### src/rtl/alu_pkg.sv
// alu_pkg: ALUControl op codes shared with ALU control, EX-stage state encoding
// and the default datapath width.
package alu_pkg;

   localparam int DATA_W = 32;

   localparam logic [5:0] ALU_SLL    = 6'b000000;
   localparam logic [5:0] ALU_BCMP   = 6'b000001;
   localparam logic [5:0] ALU_SRL    = 6'b000010;
   localparam logic [5:0] ALU_MUL    = 6'b011000;
   localparam logic [5:0] ALU_ADD    = 6'b100000;
   localparam logic [5:0] ALU_ADDR_C = 6'b100001;
   localparam logic [5:0] ALU_SUB    = 6'b100010;
   localparam logic [5:0] ALU_AND    = 6'b100100;
   localparam logic [5:0] ALU_OR     = 6'b100101;
   localparam logic [5:0] ALU_XOR    = 6'b100110;
   localparam logic [5:0] ALU_NOR    = 6'b100111;
   localparam logic [5:0] ALU_ADDR_A = 6'b101000;
   localparam logic [5:0] ALU_ADDR_B = 6'b101001;
   localparam logic [5:0] ALU_SLT    = 6'b101010;

   typedef enum logic {
      EX_IDLE    = 1'b0,
      EX_MUL_RUN = 1'b1
   } ex_state_t;

endpackage

### src/rtl/ex_iter_mul.sv
// ex_iter_mul: iterative shift-add multiplier producing the low DATA_W bits of op_a*op_b.
// Optional early completion when the multiplier runs out of set bits: ALU_MUL_EARLY_TERM_EN.
module ex_iter_mul #(
   parameter int DATA_W  = 32,
   parameter int MUL_CYC = 32
) (
   input  logic              clk,
   input  logic              rst_n,
   input  logic              start,
   input  logic [DATA_W-1:0] op_a,
   input  logic [DATA_W-1:0] op_b,
   output logic              done,
   output logic [DATA_W-1:0] product
);
   import alu_pkg::*;

   localparam int CNT_W = $clog2(MUL_CYC + 1);

   logic              running;
   logic [DATA_W-1:0] acc;
   logic [DATA_W-1:0] mcand;
   logic [DATA_W-1:0] mplier;
   logic [DATA_W-1:0] acc_step;
   logic [CNT_W-1:0]  cnt;
   logic              last_step;

   assign acc_step = acc + (mplier[0] ? mcand : '0);

   // done is combinational on the final step so the top can register acc_step
   // in the same edge that retires the last iteration.
`ifdef ALU_MUL_EARLY_TERM_EN
   assign last_step = (cnt == CNT_W'(1)) || (mplier[DATA_W-1:1] == '0);
`else
   assign last_step = (cnt == CNT_W'(1));
`endif

   assign done    = running & last_step;
   assign product = acc_step;

   always_ff @(posedge clk) begin
      if (!rst_n) begin
         running <= 1'b0;
         acc     <= '0;
         mcand   <= '0;
         mplier  <= '0;
         cnt     <= '0;
      end else if (start) begin
         running <= 1'b1;
         acc     <= '0;
         mcand   <= op_a;
         mplier  <= op_b;
         cnt     <= CNT_W'(MUL_CYC);
      end else if (running) begin
         acc     <= acc_step;
         mcand   <= mcand << 1;
         mplier  <= mplier >> 1;
         cnt     <= cnt - CNT_W'(1);
         if (last_step) begin
            running <= 1'b0;
         end
      end
   end

endmodule

### src/rtl/ex_alu_unit.sv
// ex_alu_unit: EX-stage execute unit with single-cycle ops and an iterative MUL that stalls.
// Optional MUL early termination is selected with ALU_MUL_EARLY_TERM_EN.
module ex_alu_unit #(
   parameter int DATA_W  = alu_pkg::DATA_W,
   parameter int MUL_CYC = alu_pkg::DATA_W
) (
   input  logic              Clk,
   input  logic              Rst_n,
   input  logic              InValid,
   output logic              InReady,
   input  logic [5:0]        ALUControl,
   input  logic [DATA_W-1:0] A,
   input  logic [DATA_W-1:0] B,
   input  logic [4:0]        Shamt,
   output logic              OutValid,
   output logic [DATA_W-1:0] Result,
   output logic              Zero,
   output logic              Negative,
   output logic              Illegal,
   output logic              Busy,
   output logic              dbg_state
);
   import alu_pkg::*;

   ex_state_t         state_q;
   ex_state_t         state_d;
   logic              accept;
   logic              is_mul;
   logic              dec_illegal;
   logic              mul_start;
   logic              mul_done;
   logic [DATA_W-1:0] alu_res;
   logic [DATA_W-1:0] mul_res;

   logic              out_valid_q;
   logic [DATA_W-1:0] result_q;
   logic              zero_q;
   logic              negative_q;
   logic              illegal_q;

   // Handshake: an op transfers when InValid && InReady at a posedge. InReady is
   // high only in IDLE; InValid is ignored otherwise and nothing is queued.
   assign InReady   = (state_q == EX_IDLE);
   assign Busy      = (state_q == EX_MUL_RUN);
   assign dbg_state = (state_q == EX_MUL_RUN);
   assign accept    = InValid & InReady;
   assign mul_start = accept & is_mul;

   always_comb begin
      alu_res     = '0;
      dec_illegal = 1'b0;
      is_mul      = 1'b0;
      case (ALUControl)
         ALU_ADD, ALU_ADDR_A, ALU_ADDR_B, ALU_ADDR_C: alu_res = A + B;
         ALU_SUB, ALU_BCMP:                           alu_res = A - B;
         ALU_AND:                                     alu_res = A & B;
         ALU_OR:                                      alu_res = A | B;
         ALU_NOR:                                     alu_res = ~(A | B);
         ALU_XOR:                                     alu_res = A ^ B;
         ALU_SLL:                                     alu_res = B << Shamt;
         ALU_SRL:                                     alu_res = B >> Shamt;
         ALU_SLT: alu_res = {{(DATA_W-1){1'b0}}, ($signed(A) < $signed(B))};
         ALU_MUL:                                     is_mul  = 1'b1;
         default:                                     dec_illegal = 1'b1;
      endcase
   end

   ex_iter_mul #(
      .DATA_W  (DATA_W),
      .MUL_CYC (MUL_CYC)
   ) u_mul (
      .clk     (Clk),
      .rst_n   (Rst_n),
      .start   (mul_start),
      .op_a    (A),
      .op_b    (B),
      .done    (mul_done),
      .product (mul_res)
   );

   always_ff @(posedge Clk) begin
      if (!Rst_n) begin
         state_q <= EX_IDLE;
      end else begin
         state_q <= state_d;
      end
   end

   always_comb begin
      state_d = state_q;
      case (state_q)
         EX_IDLE:    if (mul_start) state_d = EX_MUL_RUN;
         EX_MUL_RUN: if (mul_done)  state_d = EX_IDLE;
      endcase
   end

   // Illegal codes decode to a zero result, so Zero follows naturally.
   always_ff @(posedge Clk) begin
      if (!Rst_n) begin
         out_valid_q <= 1'b0;
         result_q    <= '0;
         zero_q      <= 1'b1;
         negative_q  <= 1'b0;
         illegal_q   <= 1'b0;
      end else begin
         out_valid_q <= 1'b0;
         if (accept && !is_mul) begin
            out_valid_q <= 1'b1;
            result_q    <= alu_res;
            zero_q      <= (alu_res == '0);
            negative_q  <= alu_res[DATA_W-1];
            illegal_q   <= dec_illegal;
         end else if (mul_done) begin
            out_valid_q <= 1'b1;
            result_q    <= mul_res;
            zero_q      <= (mul_res == '0);
            negative_q  <= mul_res[DATA_W-1];
            illegal_q   <= 1'b0;
         end
      end
   end

   assign OutValid = out_valid_q;
   assign Result   = result_q;
   assign Zero     = zero_q;
   assign Negative = negative_q;
   assign Illegal  = illegal_q;

endmodule

### config.mk
export PLATFORM = sky130hd
export DESIGN_NAME = ex_alu_unit
export DESIGN_NICKNAME = d
export VERILOG_FILES = /design/src/rtl/alu_pkg.sv /design/src/rtl/ex_iter_mul.sv /design/src/rtl/ex_alu_unit.sv
export SDC_FILE = /design/constraint.sdc
export NUM_CORES = 1
export LEC_CHECK = 0
export ABC_AREA = 1
export CORE_MARGIN = 1
export CORE_UTILIZATION = 38
export DETAILED_ROUTE_END_ITERATION = 7
export PLACE_DENSITY = 0.65
export SLEW_MARGIN = 20
export SYNTH_ARGS = -nofsm -noshare
export SYNTH_HDL_FRONTEND = slang
export SYNTH_HIERARCHICAL = 1
export SYNTH_SLANG_ARGS = --single-unit
### constraint.sdc
create_clock -name Clk -period 3.61 [get_ports Clk]
set_clock_uncertainty 0.1 [all_clocks]
set_input_delay 0.722 -clock Clk [delete_from_list [all_inputs] [get_ports Clk]]
set_output_delay 0.722 -clock Clk [all_outputs]
set_load 0.02 [all_outputs]
=== Yosys cells after proc, flatten, opt, wreduce, memory -nomap -nowiden ===
Index checks and enable logic that the tools add are counted.

* Bits in registers: 140
* Bits of input ports: 78
* Output and inout port bits: 39
* Word-level logic and storage cells: 79

* $add $sub $neg: 4
* Order comparisons: 1
* Eq/ne operators: 14
* Shifts and indexed selects: 2
* Mux-type cells: 26
* Bitwise logic cells: 9
* Reductions and logical operators: 11

{| class="wikitable"
|+ Operator list
! cell !! count
|-
| case mux 32 bit (9 select lines) || 1
|-
| 2-to-1 mux 32 bit || 7
|-
| adder 32 bit || 2
|-
| zero test 32 bit || 2
|-
| equality test 6 bit (second input constant) || 10
|-
| bitwise AND 32 bit || 1
|-
| less-than comparator 32 bit || 1
|-
| inverter 32 bit || 1
|-
| bitwise OR 32 bit || 1
|-
| << shifter 32 x 5 -> 32 bit || 1
|-
| >> shifter 32 x 5 -> 32 bit || 1
|-
| subtractor 32 bit || 1
|-
| XOR 32 bit || 1
|-
| 2-to-1 mux 1 bit || 15
|-
| OR reduction 14 bit || 1
|-
| equality test 6 x 1 -> 1 bit (second input constant) || 2
|-
| 2-to-1 mux 6 bit || 2
|-
| equality test 6 x 2 -> 1 bit (second input constant) || 1
|-
| equality test 6 x 5 -> 1 bit (second input constant) || 1
|-
| zero test 6 bit || 1
|-
| subtractor 6 x 1 -> 6 bit (second input constant) || 1
|-
| nonzero test 2 bit || 2
|-
| OR reduction 2 bit || 2
|-
| OR reduction 4 bit || 1
|-
| other kinds (5) || 8
|}

=== Depth between registers and ports, before layout ===
Gate-level depths: netlist of run 1.

* Depth after elaboration: 5
* Mapped depth: 24
* Mapped depth without buffers: 24

=== Modules after synthesis ===
The synthesis of run 1 kept the hierarchy.

{| class="wikitable"
|+ By module, submodules not included
! module !! times used !! cells each !! area an instance (um^2) !! seq. area each (um^2)
|-
| ex_alu_unit || 1 || 2,363 || 11,798.8 || 720.7
|-
| ex_iter_mul || 1 || 1,226 || 7,206.9 || 2,062.0
|}

=== Worst setup path after synthesis of run 1 ===
No wires, ideal clock.

* Path kind: register to register
* From: register u_mul.mplier[0]
* To: register zero_q (netlist: Zero)
* Library setup time: 0.058 ns
* Arrival: 2.612 ns
* Data required time: 3.452 ns
* Slack: 0.840 ns
* Cell stages (with the launch flop): 22
* Path buffers: 2
* Period minus slack after synthesis: 2.770 ns
* Path through: dfxtp_1 -> clkbuf_1 -> clkbuf_1 -> nand2_1 -> inv_1 -> ha_1 -> fa_1 -> nand3_1 -> nand3_1 -> nand2_1 -> nand2_1 -> nand3_1 -> nand3_1 -> nand2_1 -> nand2_1 -> nor4_1 -> nand4_1 -> nor2_1 -> nand2_1 -> nand2_1 -> nand2_1 -> nand2_1

* Word-level cells in the longest chain between the ends: 5

{| class="wikitable"
|+ RTL lines
! element !! RTL line !! RTL
|-
| start, declared || ex_iter_mul.sv:22 || <nowiki>logic [DATA_W-1:0] mplier;</nowiki>
|-
| start signal, assigned || ex_iter_mul.sv:51 || <nowiki>mplier <= op_b;</nowiki>
|-
| start signal, assigned || ex_iter_mul.sv:56 || <nowiki>mplier <= mplier >> 1;</nowiki>
|-
| 2-to-1 mux 32 bit || ex_iter_mul.sv:27 || <nowiki>assign acc_step = acc + (mplier[0] ? mcand : '0);</nowiki>
|-
| adder 32 bit || ex_iter_mul.sv:27 ||
|-
| net mul_res[24] || ex_alu_unit.sv:33 || <nowiki>logic [DATA_W-1:0] mul_res;</nowiki>
|-
| zero test 32 bit || ex_alu_unit.sv:116 || <nowiki>zero_q <= (mul_res == '0);</nowiki>
|-
| 2-to-1 mux 1 bit || ex_alu_unit.sv:113 || <nowiki>end else if (mul_done) begin</nowiki>
|-
| 2-to-1 mux 1 bit || ex_alu_unit.sv:107 || <nowiki>if (accept && !is_mul) begin</nowiki>
|-
| end signal, assigned || ex_alu_unit.sv:110 || <nowiki>zero_q <= (alu_res == '0);</nowiki>
|-
| end signal, assigned || ex_alu_unit.sv:116 ||
|-
| end, declared || ex_alu_unit.sv:37 || <nowiki>logic zero_q;</nowiki>
|}

The timed path passes the listed nets, and every way through them passes these cells. The select of a mux whose other input is x is not followed.
A chain may end at the register's enable or synchronous reset.

=== Worst setup path after layout of run 1 ===
* From: input B[17]
* To: register zero_q (netlist: Zero)

* Word-level cells in the longest chain between the ends: 5
* Elaborated cells between the ends (all ways): 12
* Classes of those cells: add/sub: 2; order compare: 1; shift: 2; mux: 2; bitwise: 4; reduce/logical: 1

{| class="wikitable"
|+ RTL lines
! element !! RTL line !! RTL
|-
| start, declared || ex_alu_unit.sv:13 || <nowiki>input logic [DATA_W-1:0] B,</nowiki>
|-
| branches (longest 2 deep; another with subtractor 32 bit) || - ||
|-
| case mux 32 bit (9 select lines) (*) || ex_alu_unit.sv:53 || <nowiki>case (ALUControl)</nowiki>
|-
| zero test 32 bit (*) || ex_alu_unit.sv:110 ||
|-
| 2-to-1 mux 1 bit (*) || ex_alu_unit.sv:107 ||
|}

Every way passes the cells marked *.

==> out/qor.txt, run 1 <==
run status: finished clean
clock share of power: 32.2%
number of buffers inserted during clock tree synthesis: 17
worst endpoint data arrival time: 3.84 ns
Boundary Pins: 117
leakage power figure: 13.8 nW
prevailing post-synth register cell: dfxtp_1
worst slack, placed: -0.431 ns
vias: 25,644
Horiz. Die Dim: 226 um
post-synthesis area per instance: 5.30 um2
dominant cell type by area after synthesis: nand2_1
Data required, critical path: 3.95 ns
net switching component of the power: 0.00231 W
cell types occupying the most area after synthesis: nand2_1, nand3_1, dfxtp_1
total standard cell area after synthesis: 19,000 um2
Clock Tree Buf Depth: 2
Synth top area share: 21.8%
GRT Overall Usage: 38.0%
post-CTS setup buffer count: 0
Routability Congestion: 1.11
total congestion overflow after global routing: 0
final hold violation count: 0
type of the tightest min-delay check: flop to flop
maximum vdd ir drop: 0.346 mV
number of global-route vias before repair: 22,802
total core area: 49,200 um2
most common cell in the netlist: nand2_1
total of buffers placed on input and output ports: 116
antenna violations before repair: 0
deepest level of the CTS H-tree: 4
router iterations before antenna repair: 6
clock net sink count: 139
number of distinct library cells after synthesis: 47
switching portion of total power: 39.5%
number of nets in the final layout: 4,283
WL per Instance: 20.4 um
per-cell via count in the routed design: 5.40
floorplan row count: 81
number of warnings issued by yosys: 6
Antenna Violating Nets Remaining: 0
flip-flop and latch count after synthesis: 139
initial detailed-routing violation count: 3,214
die area: 50,900 um2
Mapped Cells: 3,589
Total Power Consumption: 0.00585 W
power per cell area: 235 nW/um2
worst-path maximum fanout: 5
Syn-to-layout area delta: 31.3%
fraction of layout cells with a size suffix above 1: 15.7%
clock transition time at the flip-flop clock pins of the worst setup and hold paths: 0.07 ns
number of flops mapped to enable cells by yosys: 0
Int Pwr: 0.00354 W
nets in the synthesized netlist: 3,799
die outline height: 226 um
Async S/R FF share, synth: 0%
pin count of the biggest net entering global routing: 59
Worst-Margin Slew: 0.999 ns
clock period minus worst slack: 3.50 ns
type of element capturing the critical path: flop
hold buffer count at cts: 0
proportion of synthesized chip area in sequential cells: 14.6%
clock tree from TritonCTS: built
Clk Latency, worst-skew pair: 0.50 ns
estimated wirelength of the detail-placed design: 81,800 um
drt total wl: 96,900 um
wire length of the first global-routing pass: 142,000 um
final critical-path share of the clock period: 96.9%
share of power burned in combinational logic: 40.9%
Worst Setup Start Kind: input port
Synth top cells by count: nand2_1, nand3_1, inv_1, nor2_1, dfxtp_1
number of setup violations in the final report: 0
clock root buffer master: clkbuf_16
maximum clock rate: 0.286 GHz
kind of critical path: input port to flop
initial standard-cell utilization of the core: 38.7%
detailed-route DRC error count: 0
setup slack of the critical path after layout: 0.111 ns
final hold slack: 0.365 ns
Final Slew Violations: 0
fraction of power consumed by sequential logic: 26.9%
worst relative slew slack: 33.0%
max-cap viol count: 0
[placed cells by master (no fill, tap or decap), types with 9 or more instances in the layout]
cell type        instances
o21bai_1                14
buf_12                  16
nand2_2                 20
nand2_1               1099
nor2_2                  21
o21ai_1                 22
nor3_1                  28
nand3_1                579
dfxtp_1                137
ha_1                   119
o221ai_1                15
nand3b_1                 9
inv_2                   21
o211ai_1                20
clkbuf_16               17
inv_1                  567
o21ai_0                132
a22oi_1                 17
xor2_1                  11
clkdlybuf4s50_1        109
a31oi_1                 29
nand4_1                 39
nor2_1                 358
a21oi_1                 94
buf_4                  489
[layout make-up]
class                      count  area [um2]
clock inverter                13         158
tap                          664         831
clock buffer                  19         433
inverter                     591        2220
antenna                        1        2.50
fill                        5438       24200
sequential                   139        2790
multi-input combinational   2702       13400
timing repair buffer         622        5160
[through the flow]
step / cell area [um2] / utilization (%) / std cells / TNS (ns)
4_1_cts: 24800 / 50.5 / 4750 / 0
5_1_grt: 24900 / 50.8 / 4750 / -0.0241
2_1_floorplan: 19000 / - / 3589 / 0
6_report: 25000 / 50.8 / 4751 / 0
3_5_place_dp: 24200 / 49.3 / 4718 / -4.42
3_3_place_gp: 24200 / 49.3 / 4718 / -3.93
[power groups by stage]
stage	sequential [W]	combinational [W]	clock, W
floorplan	0.00163	0.00109	0
global placement	0.00161	0.00231	0
detailed placement	0.00161	0.00230	0
CTS	0.00158	0.00231	0.00193
global route	0.00158	0.00257	0.00198
finish	0.00158	0.00240	0.00188
[kinds of logic after synthesis]
group	after synthesis	synth area share, %
AND/OR/NAND/NOR	2193	49.1
buffers and inverters	748	15.8
AO/OA/AOI/OAI	360	10.8
flip-flops	139	14.6
adder cells (fa/ha/maj)	132	8.81
XOR/XNOR	17	0.823
[sequential cells by signal (all words and copies together), names as in the netlist]
name	count
Result	32
u_mul/acc	32
u_mul/mcand	32
u_mul/mplier	32
u_mul/cnt	6
Busy	1
Illegal	1
OutValid	1
Zero	1
u_mul/running	1
[per-layer routing]
metal / part of all wire, % / GRT usage [%]
met1: 44 / 54.2
met2: 41 / 56.9
met3: 10 / 5.26
met4: 4.2 / 15.2
met5: 0 / 0
[final timing paths]
| kind | startpoint | end | slack (ns) | depth (start not counted) |
|---|---|---|---|---|
| worst max-delay path | B[17] | Zero | 0.11 | 22 |
| worst min-delay path | u_mul/mplier[31] | u_mul/mplier[31] | 0.36 | 2 |
| worst max register to register | u_mul/mplier[0] | Zero | 0.30 | 19 |
| worst min register to register | u_mul/mplier[31] | u_mul/mplier[31] | 0.36 | 2 |
[worst max-delay path: stages]
cell and delay, ns:
clkdlybuf4s50_1 0.59, inv_1 0.10, ha_1 0.38, nand2_1 0.10, buf_4 0.15, nor2_1 0.20
inv_1 0.20, nor2_1 0.18, nand4_1 0.16, nand3_1 0.13, nand2_1 0.05, nand2_1 0.06
nor2_1 0.05, nor2_1 0.18, nand2_1 0.07, nor2_1 0.08, nand2_1 0.06, nor2_1 0.09
nand2_1 0.10, nand2_1 0.07, nand2_1 0.04, nand2_1 0.05
[repair_timing]
| item | CTS | global route |
|---|---|---|
| setup endpoints to repair | 0 | 4 |
| resized for setup | 0 | 42 |
| endpoints found under the hold margin | 0 | 0 |
No activity file was read; power rests on OpenSTA's default activity.
==> run 2: changes to the inputs <==
- CELL_PAD_IN_SITES_DETAIL_PLACEMENT: default -> 1
- CELL_PAD_IN_SITES_GLOBAL_PLACEMENT: default -> 1
- CTS_CLUSTER_SIZE: default -> 28
- PLACE_DENSITY: 0.65 -> 0.86
==> out/qor.txt, run 2 (synthesis gave the netlist of run 1 again) <==
Filler cells: 7,120
clock period minus worst slack: 3.49 ns
maximum vdd ir drop: 0.407 mV
Data required, critical path: 3.95 ns
run status: finished clean
total of buffers placed on input and output ports: 116
WL per Instance: 23.1 um
Clk Latency, worst-skew pair: 0.50 ns
detailed-route DRC error count: 0
maximum clock rate: 0.287 GHz
antenna violations before repair: 2
vias: 26,717
leakage power figure: 13.7 nW
Syn-to-layout area delta: 31.4%
Setup TNS: 0 ns
number of global-route vias before repair: 27,039
power per cell area: 234 nW/um2
Horiz. Die Dim: 226 um
worst-path maximum fanout: 15
final hold violation count: 0
deepest level of the CTS H-tree: 4
Boundary Pins: 117
type of element capturing the critical path: flop
Final Slew Violations: 0
die area: 50,900 um2
Worst-Margin Slew: 0.744 ns
hold buffer count at cts: 0
final critical-path share of the clock period: 96.6%
highest-count cells in the layout ignoring fill and taps: nand2_1, nand3_1, inv_1
total area of multi-input combinational cells: 13,400 um2
Total Power Consumption: 0.00584 W
filler-free cell count of the finished design: 4,736
max-cap viol count: 0
number of setup violations in the final report: 0
reg-to-reg slack, setup: 0.12 ns
worst hold path depth: 2
clock net sink count: 139
total instance count after detailed placement: 4,703
kind of critical path: flop to flop
die outline height: 226 um
Routability Congestion: 1.04
router iterations before antenna repair: 5
total core area: 49,200 um2
clock root buffer master: clkbuf_16
total congestion overflow after global routing: 0
GRT Overall Usage: 43.1%
wire length of the first global-routing pass: 163,000 um
number of nets in the final layout: 4,268
most common cell after layout, fill and taps aside: nand2_1
FF+latch area: 2790 um2
path depth of the worst reg2reg path: 21
clock tree from TritonCTS: built
per-cell via count in the routed design: 5.64
type of the tightest min-delay check: flop to flop
drt total wl: 109,000 um
fraction of layout cells with a size suffix above 1: 15.6%
estimated wirelength of the detail-placed design: 91,300 um
initial detailed-routing violation count: 2,545
pin count of the biggest net entering global routing: 63
Clock Tree Buf Depth: 2
Antenna Violating Nets Remaining: 0
worst relative slew slack: 50.1%
floorplan row count: 81
initial standard-cell utilization of the core: 38.7%
worst endpoint data arrival time: 3.83 ns
number of buffers inserted during clock tree synthesis: 17
Worst Setup Start Kind: flop
clock transition time at the flip-flop clock pins of the worst setup and hold paths: 0.06 ns
Final Util: 50.8%
## run 2: changes by cell type in the layout (fill, tap and decap cells not counted), moves of 3 or more
cell      before  now
clkinv_2       0    3
nor2_2        21   18
buf_4        489  467
buf_12        16   24
inv_1        567  564
inv_6          4    1
## run 2: final cells by class
type	instances	area share, %
antenna	2	0.0200
multi-input combinational	2702	53.7
sequential	139	11.1
clock buffer	21	1.84
inverter	591	8.91
timing repair buffer	607	20.6
tap	664	3.33
clock inverter	10	0.471
## run 2: repair_timing
| item | 4_1_cts | 5_1_grt |
|---|---|---|
| setup buffers | 0 | 0 |
| endpoints found under the setup margin | 0 | 11 |
| gates resized for setup | 0 | 52 |
## run 2: stage by stage
| step | hold WS, ns | setup slack (ns) | instance area [um2] |
|---|---|---|---|
| 2_1_floorplan | 0.336 | 0.840 | 19000 |
| 3_3_place_gp | 0.348 | -0.413 | 24200 |
| 3_5_place_dp | 0.366 | -0.467 | 24200 |
| 4_1_cts | 0.382 | 0.0498 | 24800 |
| 5_1_grt | 0.400 | -0.0303 | 25000 |
| 6_report | 0.386 | 0.123 | 25000 |
## run 2: power by group
group	switching, W	internal [W]	total (W)
clock network	0.000795	0.00105	0.00184
registers	0.0000237	0.00156	0.00158
logic	0.00149	0.000927	0.00242
## run 2: routing by layer
| layer | wire length, um | vias to the layer above | track usage (%) |
|---|---|---|---|
| li1 | - | 12314 | - |
| met4 | 6880 | 0 | 24.7 |
| met1 | 44500 | 12858 | 52.7 |
| met2 | 48200 | 1208 | 68.8 |
| met3 | 9680 | 337 | 10.6 |
| met5 | 0 | - | 0 |
## run 2: path summary, 6_finish.rpt
check	end	start
worst max-delay path	Zero	u_mul/mplier[0]
worst min-delay path	u_mul/mplier[30]	u_mul/mplier[30]
worst max register to register	Zero	u_mul/mplier[0]
worst min register to register	u_mul/mplier[30]	u_mul/mplier[30]
## run 2: critical path, stage by stage, from the launching register on
cell	delay, ns
dfxtp_2	0.38
buf_12	0.15
nand2_1	0.05
inv_1	0.28
ha_1	0.36
nand2_1	0.14
inv_1	0.06
nand2_1	0.09
inv_1	0.09
a21oi_1	0.18
nand2_2	0.14
nand2_1	0.12
nand2_1	0.06
nand2_1	0.08
nand2_1	0.15
nor4_2	0.34
nand4_1	0.24
nor2_1	0.15
nand2_1	0.08
nand2_1	0.08
nand2_1	0.05
nand2_1	0.05
